[src/rtl/direction_accumulator_if.sv]
// Stream interface between the per-bin direction calculator, the direction accumulator
// and the downstream consumer: per-bin vector beats in, one direction result per frame out.
interface direction_accumulator_if #(
    parameter int BIN_W = 9
) ();
    logic             vec_valid;
    logic             vec_ready;
    logic             vec_last;
    logic [BIN_W-1:0] vec_bin;
    logic [31:0]      vec_data;
    logic             dir_valid;
    logic             dir_ready;
    logic [15:0]      dir_x;
    logic [15:0]      dir_y;
    logic [BIN_W:0]   dir_count;
    logic [2:0]       dir_octant;
    logic             dir_ok;
    logic             dir_sat;

    modport master (
        output vec_valid, vec_last, vec_bin, vec_data, dir_ready,
        input  vec_ready, dir_valid, dir_x, dir_y, dir_count, dir_octant, dir_ok, dir_sat
    );

    modport slave (
        input  vec_valid, vec_last, vec_bin, vec_data, dir_ready,
        output vec_ready, dir_valid, dir_x, dir_y, dir_count, dir_octant, dir_ok, dir_sat
    );
endinterface

[src/rtl/direction_accumulator.sv]
// Sums per-bin direction vectors over a bin window and emits one scaled, saturated
// direction vector per frame with bin count, octant and quality flags.
module direction_accumulator #(
    parameter int BIN_W    = 9,
    parameter int BIN_LO   = 4,
    parameter int BIN_HI   = 127,
    parameter int ACC_W    = 28,
    parameter int SHIFT    = 4,
    parameter int MIN_BINS = 8
) (
    input  logic                    clk_in,
    input  logic                    rst_n_in,
    direction_accumulator_if.slave  bus
);
    localparam int CNT_W = BIN_W + 1;

    typedef enum logic [0:0] {
        ST_ACCUM = 1'b0,
        ST_HOLD  = 1'b1
    } state_t;

    state_t             state_r;
    state_t             state_nxt_s;
    logic               ready_r;
    logic               valid_r;
    logic [ACC_W-1:0]   acc_x_r;
    logic [ACC_W-1:0]   acc_y_r;
    logic [CNT_W-1:0]   cnt_r;
    logic               sat_r;
    logic [15:0]        dir_x_r;
    logic [15:0]        dir_y_r;
    logic [CNT_W-1:0]   dir_count_r;
    logic [2:0]         dir_octant_r;
    logic               dir_ok_r;
    logic               dir_sat_r;

    logic               accept_s;
    logic               in_win_s;
    logic               frame_end_s;
    logic [ACC_W:0]     add_x_s;
    logic [ACC_W:0]     add_y_s;
    logic [ACC_W-1:0]   sum_x_s;
    logic [ACC_W-1:0]   sum_y_s;
    logic [CNT_W-1:0]   cnt_s;
    logic               sat_s;
    logic [16:0]        fmt_x_s;
    logic [16:0]        fmt_y_s;

    // Saturating add of a sign-extended 16-bit sample; MSB of the result flags a clamp.
    function automatic logic [ACC_W:0] sat_add(input logic [ACC_W-1:0] acc,
                                               input logic [15:0]      v);
        logic [ACC_W-1:0] ext;
        logic [ACC_W:0]   wide;
        logic [ACC_W:0]   res;
        ext  = {{(ACC_W-16){v[15]}}, v};
        wide = {acc[ACC_W-1], acc} + {ext[ACC_W-1], ext};
        if (wide[ACC_W] != wide[ACC_W-1]) begin
            if (wide[ACC_W]) begin
                res = {1'b1, 1'b1, {(ACC_W-1){1'b0}}};
            end else begin
                res = {1'b1, 1'b0, {(ACC_W-1){1'b1}}};
            end
        end else begin
            res = {1'b0, wide[ACC_W-1:0]};
        end
        return res;
    endfunction

    // Scales a sum down and clamps it to 16 bits; MSB of the result flags a clamp.
    function automatic logic [16:0] fmt_out(input logic [ACC_W-1:0] sum);
        logic [ACC_W-1:0] sh;
        logic [16:0]      res;
        sh = $signed(sum) >>> SHIFT;
        if ((&sh[ACC_W-1:15]) || (~|sh[ACC_W-1:15])) begin
            res = {1'b0, sh[15:0]};
        end else if (sh[ACC_W-1]) begin
            res = {1'b1, 16'h8000};
        end else begin
            res = {1'b1, 16'h7FFF};
        end
        return res;
    endfunction

    // Coarse sector from the signs and the dominant axis of (x, y).
    function automatic logic [2:0] octant(input logic [15:0] x, input logic [15:0] y);
        logic [16:0] xs;
        logic [16:0] ys;
        logic [16:0] ax;
        logic [16:0] ay;
        logic [2:0]  res;
        xs = {x[15], x};
        ys = {y[15], y};
        ax = xs[16] ? (17'd0 - xs) : xs;
        ay = ys[16] ? (17'd0 - ys) : ys;
        case ({y[15], x[15], (ay > ax)})
            3'b000:  res = 3'd0;
            3'b001:  res = 3'd1;
            3'b011:  res = 3'd2;
            3'b010:  res = 3'd3;
            3'b110:  res = 3'd4;
            3'b111:  res = 3'd5;
            3'b101:  res = 3'd6;
            3'b100:  res = 3'd7;
            default: res = 3'd0;
        endcase
        return res;
    endfunction

    assign accept_s    = (state_r == ST_ACCUM) && bus.vec_valid;
    assign in_win_s    = (bus.vec_bin >= BIN_W'(BIN_LO)) && (bus.vec_bin <= BIN_W'(BIN_HI));
    assign frame_end_s = accept_s && bus.vec_last;
    assign add_x_s     = sat_add(acc_x_r, bus.vec_data[15:0]);
    assign add_y_s     = sat_add(acc_y_r, bus.vec_data[31:16]);
    assign fmt_x_s     = fmt_out(sum_x_s);
    assign fmt_y_s     = fmt_out(sum_y_s);

    // Running totals including the beat being accepted this cycle.
    always_comb begin
        sum_x_s = acc_x_r;
        sum_y_s = acc_y_r;
        cnt_s   = cnt_r;
        sat_s   = sat_r;
        if (accept_s && in_win_s) begin
            sum_x_s = add_x_s[ACC_W-1:0];
            sum_y_s = add_y_s[ACC_W-1:0];
            sat_s   = sat_r | add_x_s[ACC_W] | add_y_s[ACC_W];
            if (cnt_r != {CNT_W{1'b1}}) begin
                cnt_s = cnt_r + CNT_W'(1'b1);
            end else begin
                cnt_s = cnt_r;
            end
        end else begin
            sum_x_s = acc_x_r;
            sum_y_s = acc_y_r;
        end
    end

    // Next-state logic: accumulate until a last beat, then hold until the result is taken.
    always_comb begin
        state_nxt_s = state_r;
        case (state_r)
            ST_ACCUM: begin
                if (frame_end_s) begin
                    state_nxt_s = ST_HOLD;
                end else begin
                    state_nxt_s = ST_ACCUM;
                end
            end
            ST_HOLD: begin
                if (bus.dir_ready) begin
                    state_nxt_s = ST_ACCUM;
                end else begin
                    state_nxt_s = ST_HOLD;
                end
            end
            default: state_nxt_s = ST_ACCUM;
        endcase
    end

    // State register with handshake outputs registered alongside it.
    always_ff @(posedge clk_in or negedge rst_n_in) begin
        if (!rst_n_in) begin
            state_r <= ST_ACCUM;
            ready_r <= 1'b1;
            valid_r <= 1'b0;
        end else begin
            state_r <= state_nxt_s;
            ready_r <= (state_nxt_s == ST_ACCUM);
            valid_r <= (state_nxt_s == ST_HOLD);
        end
    end

    // Accumulators and the frame result registers; totals restart after each frame.
    always_ff @(posedge clk_in or negedge rst_n_in) begin
        if (!rst_n_in) begin
            acc_x_r      <= {ACC_W{1'b0}};
            acc_y_r      <= {ACC_W{1'b0}};
            cnt_r        <= {CNT_W{1'b0}};
            sat_r        <= 1'b0;
            dir_x_r      <= 16'h0000;
            dir_y_r      <= 16'h0000;
            dir_count_r  <= {CNT_W{1'b0}};
            dir_octant_r <= 3'd0;
            dir_ok_r     <= 1'b0;
            dir_sat_r    <= 1'b0;
        end else if (frame_end_s) begin
            acc_x_r      <= {ACC_W{1'b0}};
            acc_y_r      <= {ACC_W{1'b0}};
            cnt_r        <= {CNT_W{1'b0}};
            sat_r        <= 1'b0;
            dir_x_r      <= fmt_x_s[15:0];
            dir_y_r      <= fmt_y_s[15:0];
            dir_count_r  <= cnt_s;
            dir_octant_r <= octant(fmt_x_s[15:0], fmt_y_s[15:0]);
            dir_ok_r     <= (cnt_s >= CNT_W'(MIN_BINS));
            dir_sat_r    <= sat_s | fmt_x_s[16] | fmt_y_s[16];
        end else if (accept_s) begin
            acc_x_r <= sum_x_s;
            acc_y_r <= sum_y_s;
            cnt_r   <= cnt_s;
            sat_r   <= sat_s;
        end else begin
            acc_x_r <= acc_x_r;
            acc_y_r <= acc_y_r;
        end
    end

    assign bus.vec_ready  = ready_r;
    assign bus.dir_valid  = valid_r;
    assign bus.dir_x      = dir_x_r;
    assign bus.dir_y      = dir_y_r;
    assign bus.dir_count  = dir_count_r;
    assign bus.dir_octant = dir_octant_r;
    assign bus.dir_ok     = dir_ok_r;
    assign bus.dir_sat    = dir_sat_r;
endmodule
[src/flat_wrapper.sv]
// flat-port wrapper written by rule: the top's interface ports become plain ports
module direction_accumulator_flat 
#(
    parameter int BIN_W    = 9,
    parameter int BIN_LO   = 4,
    parameter int BIN_HI   = 127,
    parameter int ACC_W    = 28,
    parameter int SHIFT    = 4,
    parameter int MIN_BINS = 8
)
  (clk_in, rst_n_in, bus_vec_valid, bus_vec_last, bus_vec_bin, bus_vec_data, bus_dir_ready, bus_vec_ready, bus_dir_valid, bus_dir_x, bus_dir_y, bus_dir_count, bus_dir_octant, bus_dir_ok, bus_dir_sat);
  direction_accumulator_if #(.BIN_W(BIN_W)) bus_i ();
  input  logic clk_in;
  input  logic rst_n_in;
  input wire logic [$bits(bus_i.vec_valid)-1:0] bus_vec_valid;
  input wire logic [$bits(bus_i.vec_last)-1:0] bus_vec_last;
  input wire logic [$bits(bus_i.vec_bin)-1:0] bus_vec_bin;
  input wire logic [$bits(bus_i.vec_data)-1:0] bus_vec_data;
  input wire logic [$bits(bus_i.dir_ready)-1:0] bus_dir_ready;
  output wire logic [$bits(bus_i.vec_ready)-1:0] bus_vec_ready;
  output wire logic [$bits(bus_i.dir_valid)-1:0] bus_dir_valid;
  output wire logic [$bits(bus_i.dir_x)-1:0] bus_dir_x;
  output wire logic [$bits(bus_i.dir_y)-1:0] bus_dir_y;
  output wire logic [$bits(bus_i.dir_count)-1:0] bus_dir_count;
  output wire logic [$bits(bus_i.dir_octant)-1:0] bus_dir_octant;
  output wire logic [$bits(bus_i.dir_ok)-1:0] bus_dir_ok;
  output wire logic [$bits(bus_i.dir_sat)-1:0] bus_dir_sat;
  assign bus_i.vec_valid = bus_vec_valid;
  assign bus_i.vec_last = bus_vec_last;
  assign bus_i.vec_bin = bus_vec_bin;
  assign bus_i.vec_data = bus_vec_data;
  assign bus_i.dir_ready = bus_dir_ready;
  assign bus_vec_ready = bus_i.vec_ready;
  assign bus_dir_valid = bus_i.dir_valid;
  assign bus_dir_x = bus_i.dir_x;
  assign bus_dir_y = bus_i.dir_y;
  assign bus_dir_count = bus_i.dir_count;
  assign bus_dir_octant = bus_i.dir_octant;
  assign bus_dir_ok = bus_i.dir_ok;
  assign bus_dir_sat = bus_i.dir_sat;
  direction_accumulator #(.BIN_W(BIN_W), .BIN_LO(BIN_LO), .BIN_HI(BIN_HI), .ACC_W(ACC_W), .SHIFT(SHIFT), .MIN_BINS(MIN_BINS)) u_core (.clk_in(clk_in), .rst_n_in(rst_n_in), .bus(bus_i));
endmodule
[config.mk]
export PLATFORM = sky130hd
export DESIGN_NAME = direction_accumulator_flat
export DESIGN_NICKNAME = d
export VERILOG_FILES = /design/src/rtl/direction_accumulator_if.sv /design/src/rtl/direction_accumulator.sv /design/src/flat_wrapper.sv
export SDC_FILE = /design/constraint.sdc
export NUM_CORES = 1
export LEC_CHECK = 0
export CORE_MARGIN = 3
export CORE_UTILIZATION = 34
export DETAILED_ROUTE_END_ITERATION = 8
export PLACE_DENSITY = 0.49
export SYNTH_ARGS = -nofsm -noshare
export SYNTH_HDL_FRONTEND = slang
export SYNTH_SLANG_ARGS = --single-unit
[constraint.sdc]
create_clock -name clk_in -period 9.5 [get_ports clk_in]
set_input_delay 0.95 -clock clk_in [delete_from_list [all_inputs] [get_ports clk_in]]
set_output_delay 0.95 -clock clk_in [all_outputs]
set_load 0.02 [all_outputs]
; ---- After elaboration in Yosys (flattened, before gate mapping)
; Memories as Yosys holds them, arrays and structs flattened. A register that Yosys moved wholly into a read port is not among the register bits.
; Cells that the tools add are included.
; W data, S select, Z words.
[op_classes]
n_reduce_logical = 16
bitwise_logic = 6
n_addsub = 5
order_cmp = 4
muxes = 26
n_eq_ne = 3
[op_table]
columns = op, n
row1 = $mux W28, 8
row2 = $mux W17, 4
row3 = $add A28 B16 Y29, 2
row4 = $mux W29, 2
row5 = $mux W10, 4
row6 = $sub A1 B16 Y17 const A, 2
row7 = $mux W16, 2
row8 = $reduce_and A9 Y1, 2
row9 = $reduce_or A9 Y1, 2
row10 = $gt A17 B17 Y1, 1
row11 = $add A10 B1 Y10 const B, 1
row12 = $ge A10 B4 Y1 const B, 1
row13 = $ne A10 B10 Y1 const B, 1
row14 = $ge A9 B3 Y1 const B, 1
row15 = $le A9 B7 Y1 const B, 1
row16 = $mux W1, 5
row17 = $logic_and A1 B1 Y1, 4
row18 = $or A1 B1 Y1, 4
row19 = $reduce_bool A2 Y1, 2
row20 = $logic_not A1 Y1, 3
row21 = $logic_or A1 B1 Y1, 2
row22 = $ne A1 B1 Y1, 2
row23 = $not A1 Y1, 2
row24 = $pmux W1 S2, 1
row25 = $reduce_and A2 Y1, 1
[totals]
n_memories = 1
romBits = 24
in_bits = 46
reg_bits = 113
word_cells = 74
[memory_table]
columns = name, depth, word_bits, read_ports, rd_clocked_by_memory_dff, write_ports, line
row1 = (name not given), 8, 3, 1, 1, 0, direction_accumulator.sv:95  ; case ({y[15], x[15], (ay > ax)})

; ---- Logic depth before layout (Yosys ltp)
; Gate-level depths: netlist (run 1).
[logic_depth]
ltp_word = 11
ltp_mapped = 43
depth_no_buf = 40

; ---- Least setup slack after synthesis (run 1)
; Ideal clock, no wire load.
[synth_timing]
path_type = input to register
startpoint = input port bus_vec_data[28]
endpoint = register u_core.dir_octant_r[0], in the netlist u_core.bus.dir_octant[0]
n_path_buf = 1
slack_ns = 1.424
arrival_time_ns = 7.993
cell_stages = 40
path_cell_list = ha_1 -> a21oi_1 -> o21ai_1 -> a211o_1 -> a31o_1 -> o311ai_0 -> a21boi_0 -> o21a_1 -> nor2_1 -> xnor2_1 -> ha_1 -> or4b_2 -> o31ai_1 -> a41o_1 -> nor2_1 -> a41oi_1 -> a2111o_1 -> o21a_2 -> [... 4 more ...] -> inv_1 -> a2111o_1 -> nor4_2 -> a31o_2 -> and3_1 -> nor3_1 -> ha_1 -> a21o_1 -> a21oi_1 -> nor2b_1 -> o21ai_0 -> nand2b_1 -> a21oi_1 -> nor2b_1 -> o21ai_0 -> a32oi_1 -> xor2_1 -> o21ai_0
[synth_via]
elab_chain_len = 11
word_cells_on_any_way = 14
classes_between = add/sub: 2 / order compare: 1 / eq/ne: 1 / mux: 6 / reduce/logical: 4
[synth_lines]
columns = element, line
row1 = from (decl), flat_wrapper.sv:18  ; input wire logic [$bits(bus_i.vec_data)-1:0] bus_vec_data;
row2 = $add A28 B16 Y29 *, direction_accumulator.sv:56  ; wide = {acc[ACC_W-1], acc} + {ext[ACC_W-1], ext};
row3 = $mux W28 / $ne A1 B1 Y1 (equally long branches), "direction_accumulator.sv:58, direction_accumulator.sv:57"
row4 = $mux W29 *, direction_accumulator.sv:57  ; if (wide[ACC_W] != wide[ACC_W-1]) begin
row5 = $mux W28 *, direction_accumulator.sv:123  ; if (accept_s && in_win_s) begin
row6 = $reduce_or A9 Y1, direction_accumulator.sv:74  ; if ((&sh[ACC_W-1:15]) || (~|sh[ACC_W-1:15])) begin
row7 = $logic_not A1 Y1, direction_accumulator.sv:74
row8 = $logic_or A1 B1 Y1, direction_accumulator.sv:74
row9 = $mux W17 *, direction_accumulator.sv:74
row10 = $sub A1 B16 Y17, direction_accumulator.sv:94  ; ay = ys[16] ? (17'd0 - ys) : ys;
row11 = $mux W17, direction_accumulator.sv:94
row12 = $gt A17 B17 Y1, direction_accumulator.sv:95
row13 = to (decl), direction_accumulator.sv:33  ; logic [2:0] dir_octant_r;
; Mark *: on every way between the ends. The rest lies on a longest branch, timed or not. The select of a mux whose other input is x is not followed.
; A chain may end at the register's enable or synchronous reset.

; ---- Worst setup path in the final report (run 1)
[layout_timing]
startpoint = input port bus_vec_data[20]
endpoint = register u_core.dir_octant_r[0], in the netlist u_core.bus.dir_octant[0]
; The elaborated chain is that of the path after synthesis.

==> results of run 1 <==
[cell families after synthesis]
logic type,synth area share
muxes,0.00658
and+or+nand+nor,0.231
other,0.000705
adders and majority gates,0.0977
AOI/OAI and AO/OA,0.312
buffers and inverters,0.0422
DFF,0.270
xor gates and xnor gates,0.0395
[layer usage]
layer  vias up  GRT usage  wire length, um
met1      5315      0.318            18300
met4         0     0.0417              433
met5         -          0                0
met2       283      0.365            17500
li1       5346          -                -
met3        29     0.0222             1380
[cell usage after synthesis, types with 8 or more instances]
cell type	number	area share
xor2_1	19	0.016
o31ai_1	12	0.0085
nor3_1	39	0.018
dfrtp_1	114	0.27
inv_1	30	0.011
o21a_1	24	0.017
a21oi_1	106	0.050
nor2b_1	11	0.0065
a211o_1	9	0.0074
nand3_1	37	0.017
o21ai_1	13	0.0061
nand2b_1	17	0.010
a21o_1	31	0.022
nand4_1	30	0.018
nor2_1	108	0.038
o211ai_1	12	0.0085
a31oi_1	23	0.014
ha_1	80	0.094
o22a_1	14	0.012
nand2_1	178	0.063
and2_1	17	0.010
and3_1	15	0.0088
nor4_1	8	0.0047
xnor2_1	29	0.024
a211oi_1	9	0.0063
o21ai_0	148	0.070
buf_2	11	0.0052
clkbuf_1	63	0.022
[how the worst max path moves through the flow]
stage | start | to | slack, ns | cells past startpoint
finish | bus_vec_data[20] | u_core.bus.dir_octant[0] | 0.59 | 41
global route | bus_vec_data[20] | u_core.bus.dir_octant[0] | 0.03 | 40
CTS | bus_vec_data[31] | u_core.bus.dir_octant[0] | 0.54 | 40
detailed placement | bus_vec_data[31] | u_core.bus.dir_octant[0] | 0.18 | 40
global placement | bus_vec_data[31] | u_core.bus.dir_octant[0] | 0.21 | 41
floorplan | bus_vec_data[28] | u_core.bus.dir_octant[0] | 1.42 | 40
[layout make-up]
type	instances	area, um^2
fill	3210	17900
multi-input combinational	1157	7340
sequential	115	2880
timing repair buffer	156	1400
tap	396	495
clock buffer	19	453
clock inverter	13	198
inverter	31	116
[stage by stage]
stage	area [um^2]	cells
2_1_floorplan	10700	1384
3_3_place_gp	12200	1855
4_1_cts	12900	1887
3_5_place_dp	12200	1855
5_1_grt	12900	1887
6_report	12900	1887
[flip-flops by register name (all words and copies together) (netlist names)]
| name | cells |
|---|---|
| u_core.bus.vec_ready | 1 |
| u_core.bus.dir_x | 16 |
| u_core.bus.dir_octant | 3 |
| u_core.acc_x_r | 28 |
| u_core.bus.dir_count | 10 |
| u_core.bus.dir_ok | 1 |
| u_core.acc_y_r | 28 |
| u_core.state_r | 1 |
| u_core.cnt_r | 10 |
| u_core.bus.dir_sat | 1 |
| u_core.bus.dir_y | 15 |
| u_core.sat_r | 1 |
[power by group through the flow]
| stage | clock (uW) | sequential, uW | combinational, uW |
|---|---|---|---|
| 6_report | 711 | 655 | 1450 |
| 5_1_grt | 749 | 667 | 1600 |
| 4_1_cts | 724 | 657 | 1450 |
| 3_5_place_dp | 0 | 663 | 1440 |
| 3_3_place_gp | 0 | 664 | 1430 |
| 2_1_floorplan | 0 | 719 | 838 |
[worst register-to-register path: cells and delay by family (launching register included)]
kind	cells	cell delay, ns
xor gates and xnor gates	2	0.32
DFF	1	0.46
AOI/OAI and AO/OA	22	4.28
and+or+nand+nor	10	1.72
buffers and inverters	2	0.29
adders and majority gates	4	1.27
[layout by cell type, fill, tap and decap left out, types with 6 or more instances in the layout]
cell	count
nor3_1	39
nor4_1	8
buf_4	65
o21ai_0	148
and4_1	7
o22a_1	14
clkbuf_16	17
o21ai_1	13
a311oi_1	6
inv_1	30
xor2_1	19
nor2b_1	11
a21o_1	31
xnor2_1	29
dfrtp_1	114
a211oi_1	9
clkdlybuf4s50_1	90
o31ai_1	12
o21bai_1	6
and3_1	15
a21oi_1	106
ha_1	78
a31oi_1	23
nand3_1	37
o21a_1	24
a22o_1	6
nand2b_1	16
nor2_1	107
nand2_1	177
o22ai_1	7
mux2i_1	7
o211ai_1	12
and2_1	17
or3_1	7
a211o_1	9
nand4_1	30
==> results.sh, run 1 <==
export IMPL_cp_slowest_cell="or4b_2"
export IMPL_holdPathStages=2
export IMPL_synth_flop_cell="dfrtp_1"
export IMPL_setup_viol=0
export IMPL_combPwrFrac=0.516
export IMPL_rsz0062_at_grt="false"
export IMPL_p_per_area_nw_per_um2=219
export IMPL_syn_inst=1384
export IMPL_cts_tree="done"
export IMPL_synth_seq_cells=115
export IMPL_p_sw_uw=1180
export IMPL_slew_headroom=0.240
export IMPL_h_tree_depth=4
export IMPL_die_width_um=183
export IMPL_total_power_uw=2820
export IMPL_ys_warnings_count=0
export IMPL_drive_gt1_frac=0.0899
export IMPL_cp_top_family="compound AO/OA/AOI/OAI gates"
export IMPL_leakage_uw=0.00554
export IMPL_place_hpwl_um=28800
export IMPL_place_gp_congestion=0.905
export IMPL_final_core_util=0.419
export IMPL_root_buffer="clkbuf_16"
export IMPL_drt_pass1_iterations=5
export IMPL_cts_max_path_buffers=2
export IMPL_antenna_found_initial=0
export IMPL_final_setup_tns_ns=0
export IMPL_diodes=0
export IMPL_cp_arrival_ns=9.24
export IMPL_io_pin_count=95
export IMPL_min_to="u_core.bus.dir_octant[1]"
export IMPL_worstHoldStart="u_core.bus.dir_octant[1]"
export IMPL_fp_coreArea_um2=30700
export IMPL_syn_to_final_growth_pct=21.0
export IMPL_vias=11000
export IMPL_wl_per_cell_um=19.9
export IMPL_syn_nets=1512
export IMPL_critical_path_class="primary input to register"
export IMPL_clkPwrFrac=0.252
export IMPL_p_int_uw=1640
export IMPL_tightestPinTransition_ns=1.13
export IMPL_vdd_drop_max_mv=0.147
export IMPL_critPathBufInv=3
export IMPL_max_cap_violations=0
export IMPL_grt_first_pass_wirelength_um=59200
export IMPL_rows=64
export IMPL_synth_edf_count=0
export IMPL_io_buffers=92
export IMPL_syn_area_um2=10700
export IMPL_p_sw_frac=0.420
export IMPL_worstPathRequired_ns=9.84
export IMPL_dieArea_um2=33500
export IMPL_fin_nets=1606
export IMPL_hp_class="register to register"
export IMPL_layout_setup_ws_ns=0.593
export IMPL_cts_setup_buffers=0
export IMPL_pre_cts_slack_ns=0.176
export IMPL_r2r_start="u_core.acc_y_r[4]"
export IMPL_insertion_delay_ns=0.42
export IMPL_min_period_over_period=0.938
export IMPL_grt_max_degree=65
export IMPL_clock_sinks=115
export IMPL_syn_area_per_cell_um2=7.70
export IMPL_outcome="finished, final reports clean"
export IMPL_antenna_left=0
export IMPL_r2r_end="u_core.bus.dir_octant[0]"
export IMPL_ys_seq_area_frac=0.270
export IMPL_synthArstFlopShare=1.00
export IMPL_grt_usage=0.221
export IMPL_clk_pin_slew_worst_paths_ns=0.06
export IMPL_drtIter0Drc=789
export IMPL_grt_pass1_vias=10500
export IMPL_via_per_inst=5.82
export IMPL_synth_cell_types=90
export IMPL_overflow=0
export IMPL_rrSetupSlack_ns=1.07
export IMPL_final_hold_viol_count=0
export IMPL_slowest_delay_ns=0.69
export IMPL_seqPwrFrac=0.232
export IMPL_hold_buffers=0
export IMPL_die_h_um=183
export IMPL_drv_slew=0
export IMPL_cts_buffers=17
export IMPL_timing_hold_ws_ns=0.484
export IMPL_skew_ns=0.0144
export IMPL_cp_max_fo=7
export IMPL_min_period_ns=8.91
export IMPL_initial_core_util=0.346
export IMPL_drc=0
export IMPL_post_cts_resized=0
export IMPL_start_kind="primary input"
export IMPL_max_freq_ghz=0.112
export IMPL_rr_worst_depth=40
export IMPL_cp_end_kind="register"
export IMPL_finalWirelength_um=37500
No activity file was read; power rests on OpenSTA's default activity.
==> run 2: changes to the inputs <==
==> constraint.sdc (replaced) <==
create_clock -name clk_in -period 10.1 [get_ports clk_in]
set_input_delay 1.01 -clock clk_in [delete_from_list [all_inputs] [get_ports clk_in]]
set_output_delay 1.01 -clock clk_in [all_outputs]
set_load 0.1 [all_outputs]
==> run 2 against run 1 <==
Net effect:
- sequential cell count did not move
- combinational power increased by 18%
- sequential share of layout area increased by 0.42 points
- critical endpoint unchanged
- power up 4.6%
- final cell count fell by 1.2%
==> results.sh, run 2 (synthesized netlist as in run 1, its figures left out) <==
export IMPL_skew_ns=0.0104
export IMPL_rows=64
export IMPL_leakage_uw=0.00540
export IMPL_crit_path_start="bus_vec_data[31]"
export IMPL_fill_cells=3225
export IMPL_p_per_area_nw_per_um2=233
export IMPL_cp_top_family="compound AO/OA/AOI/OAI gates"
export IMPL_clk_pin_slew_worst_paths_ns=0.06
export IMPL_post_cts_resized=0
export IMPL_drt_pass1_iterations=5
export IMPL_dr_max_layer_used="met4"
export IMPL_routed_wl_met2_um=16800
export IMPL_min_period_over_period=0.916
export IMPL_place_area_um2=12100
export IMPL_cts_tree="done"
export IMPL_io_buffers=92
export IMPL_root_buffer="clkbuf_16"
export IMPL_path_common_cell="ha_1"
export IMPL_io_pin_count=95
export IMPL_timing_hold_ws_ns=0.484
export IMPL_p_sw_frac=0.507
export IMPL_via_per_inst=5.84
export IMPL_diodes=0
export IMPL_syn_to_final_growth_pct=18.8
export IMPL_max_cap_violations=0
export IMPL_grt_usage=0.221
export IMPL_rsz0062_at_grt="false"
export IMPL_die_h_um=183
export IMPL_cp_end_kind="register"
export IMPL_worstHoldStart="u_core.bus.dir_octant[1]"
export IMPL_hp_class="register to register"
export IMPL_seqPwrFrac=0.209
export IMPL_antenna_left=0
export IMPL_initial_core_util=0.346
export IMPL_setup_viol=0
export IMPL_dieArea_um2=33500
export IMPL_r2r_start="u_core.acc_y_r[4]"
export IMPL_drive_gt1_frac=0.0742
export IMPL_instances_no_fill=1865
export IMPL_h_tree_depth=4
export IMPL_insertion_delay_ns=0.43
export IMPL_critical_path_class="primary input to register"
export IMPL_overflow=0
export IMPL_cp_arrival_ns=9.60
export IMPL_drc=0
export IMPL_p_int_uw=1450
export IMPL_start_kind="primary input"
export IMPL_worstPathRequired_ns=10.44
export IMPL_layout_common_cells="177 x nand2_1, 148 x o21ai_0, 114 x dfrtp_1, 107 x nor2_1, 106 x a21oi_1"
export IMPL_vias=10900
export IMPL_total_power_uw=2950
export IMPL_critPathBufInv=2
export IMPL_r2r_end="u_core.bus.dir_octant[0]"
export IMPL_die_width_um=183
export IMPL_rrSetupSlack_ns=1.36
export IMPL_rr_worst_depth=39
export IMPL_place_gp_congestion=0.921
export IMPL_final_hold_viol_count=0
export IMPL_finalWirelength_um=37000
export IMPL_cp_max_fo=9
export IMPL_combPwrFrac=0.580
export IMPL_final_common_cell="nand2_1"
export IMPL_cp_slowest_cell="or4b_2"
export IMPL_clkPwrFrac=0.211
export IMPL_outcome="finished, final reports clean"
export IMPL_dp_cells=1833
export IMPL_final_setup_tns_ns=0
export IMPL_slowest_delay_ns=0.68
export IMPL_wl_met3_um=1790
export IMPL_place_hpwl_um=28100
export IMPL_tightestPinTransition_ns=0.997
export IMPL_grt_max_degree=65
export IMPL_grt_first_pass_wirelength_um=58900
export IMPL_min_to="u_core.bus.dir_octant[1]"
export IMPL_fin_nets=1584
export IMPL_p_sw_uw=1500
export IMPL_grt_pass1_vias=10500
export IMPL_holdPathStages=2
export IMPL_vdd_drop_max_mv=0.302
export IMPL_met1_length_um=17400
export IMPL_wl_per_cell_um=19.9
export IMPL_drv_slew=0
export IMPL_slew_headroom=0.333
export IMPL_finish_instance_area_um2=12700
export IMPL_min_period_ns=9.25
export IMPL_cts_setup_buffers=0
export IMPL_drtIter0Drc=902
export IMPL_cts_max_path_buffers=2
export IMPL_fp_coreArea_um2=30700
export IMPL_clock_sinks=115
export IMPL_hold_buffers=0
export IMPL_antenna_found_initial=0
export IMPL_max_freq_ghz=0.108
export IMPL_cts_buffers=17
-- run 2: through the flow --
step,setup WS (ns),util
floorplan,1.96,-
global placement,0.532,0.392
detailed placement,0.452,0.392
CTS,0.869,0.411
global route,0.0480,0.411
finish,0.846,0.411
-- run 2: worst max path at each step --
stage	to	slack (ns)	cells past startpoint
floorplan	u_core.bus.dir_octant[0]	1.96	40
global placement	u_core.bus.dir_octant[0]	0.53	40
detailed placement	u_core.bus.dir_octant[0]	0.45	40
CTS	u_core.bus.dir_octant[0]	0.87	40
global route	u_core.bus.dir_octant[0]	0.05	40
finish	u_core.bus.dir_octant[0]	0.85	40
-- run 2: power groups by stage --
stage	Sequential [uW]	Clock, uW	Combinational (uW)
after global placement	626	0	1690
after CTS	618	633	1710
after floorplan	1040	0	793
final	617	623	1710
after detailed placement	623	0	1700
after global routing	627	654	1860
-- run 2: area by class of cell --
type | instances | area (um^2) | area share
Multi-Input combinational cell | 1157 | 7330 | 0.579
Sequential cell | 115 | 2880 | 0.228
Timing Repair Buffer | 134 | 1230 | 0.0975
Tap cell | 396 | 495 | 0.0392
Clock buffer | 18 | 439 | 0.0347
Clock inverter | 14 | 156 | 0.0124
Inverter | 31 | 116 | 0.00920
-- run 2: worst min-delay path, cell delays in order, from the launching register on --
cell	delay (ns)
dfrtp_1	0.34
nand2_1	0.05
o21ai_0	0.06
-- run 2: per-layer routing --
| layer | global-route usage | up-vias |
|---|---|---|
| li1 | - | 5322 |
| met3 | 0.0309 | 59 |
| met5 | 0 | - |
| met2 | 0.358 | 316 |
| met4 | 0.0597 | 0 |
| met1 | 0.311 | 5196 |
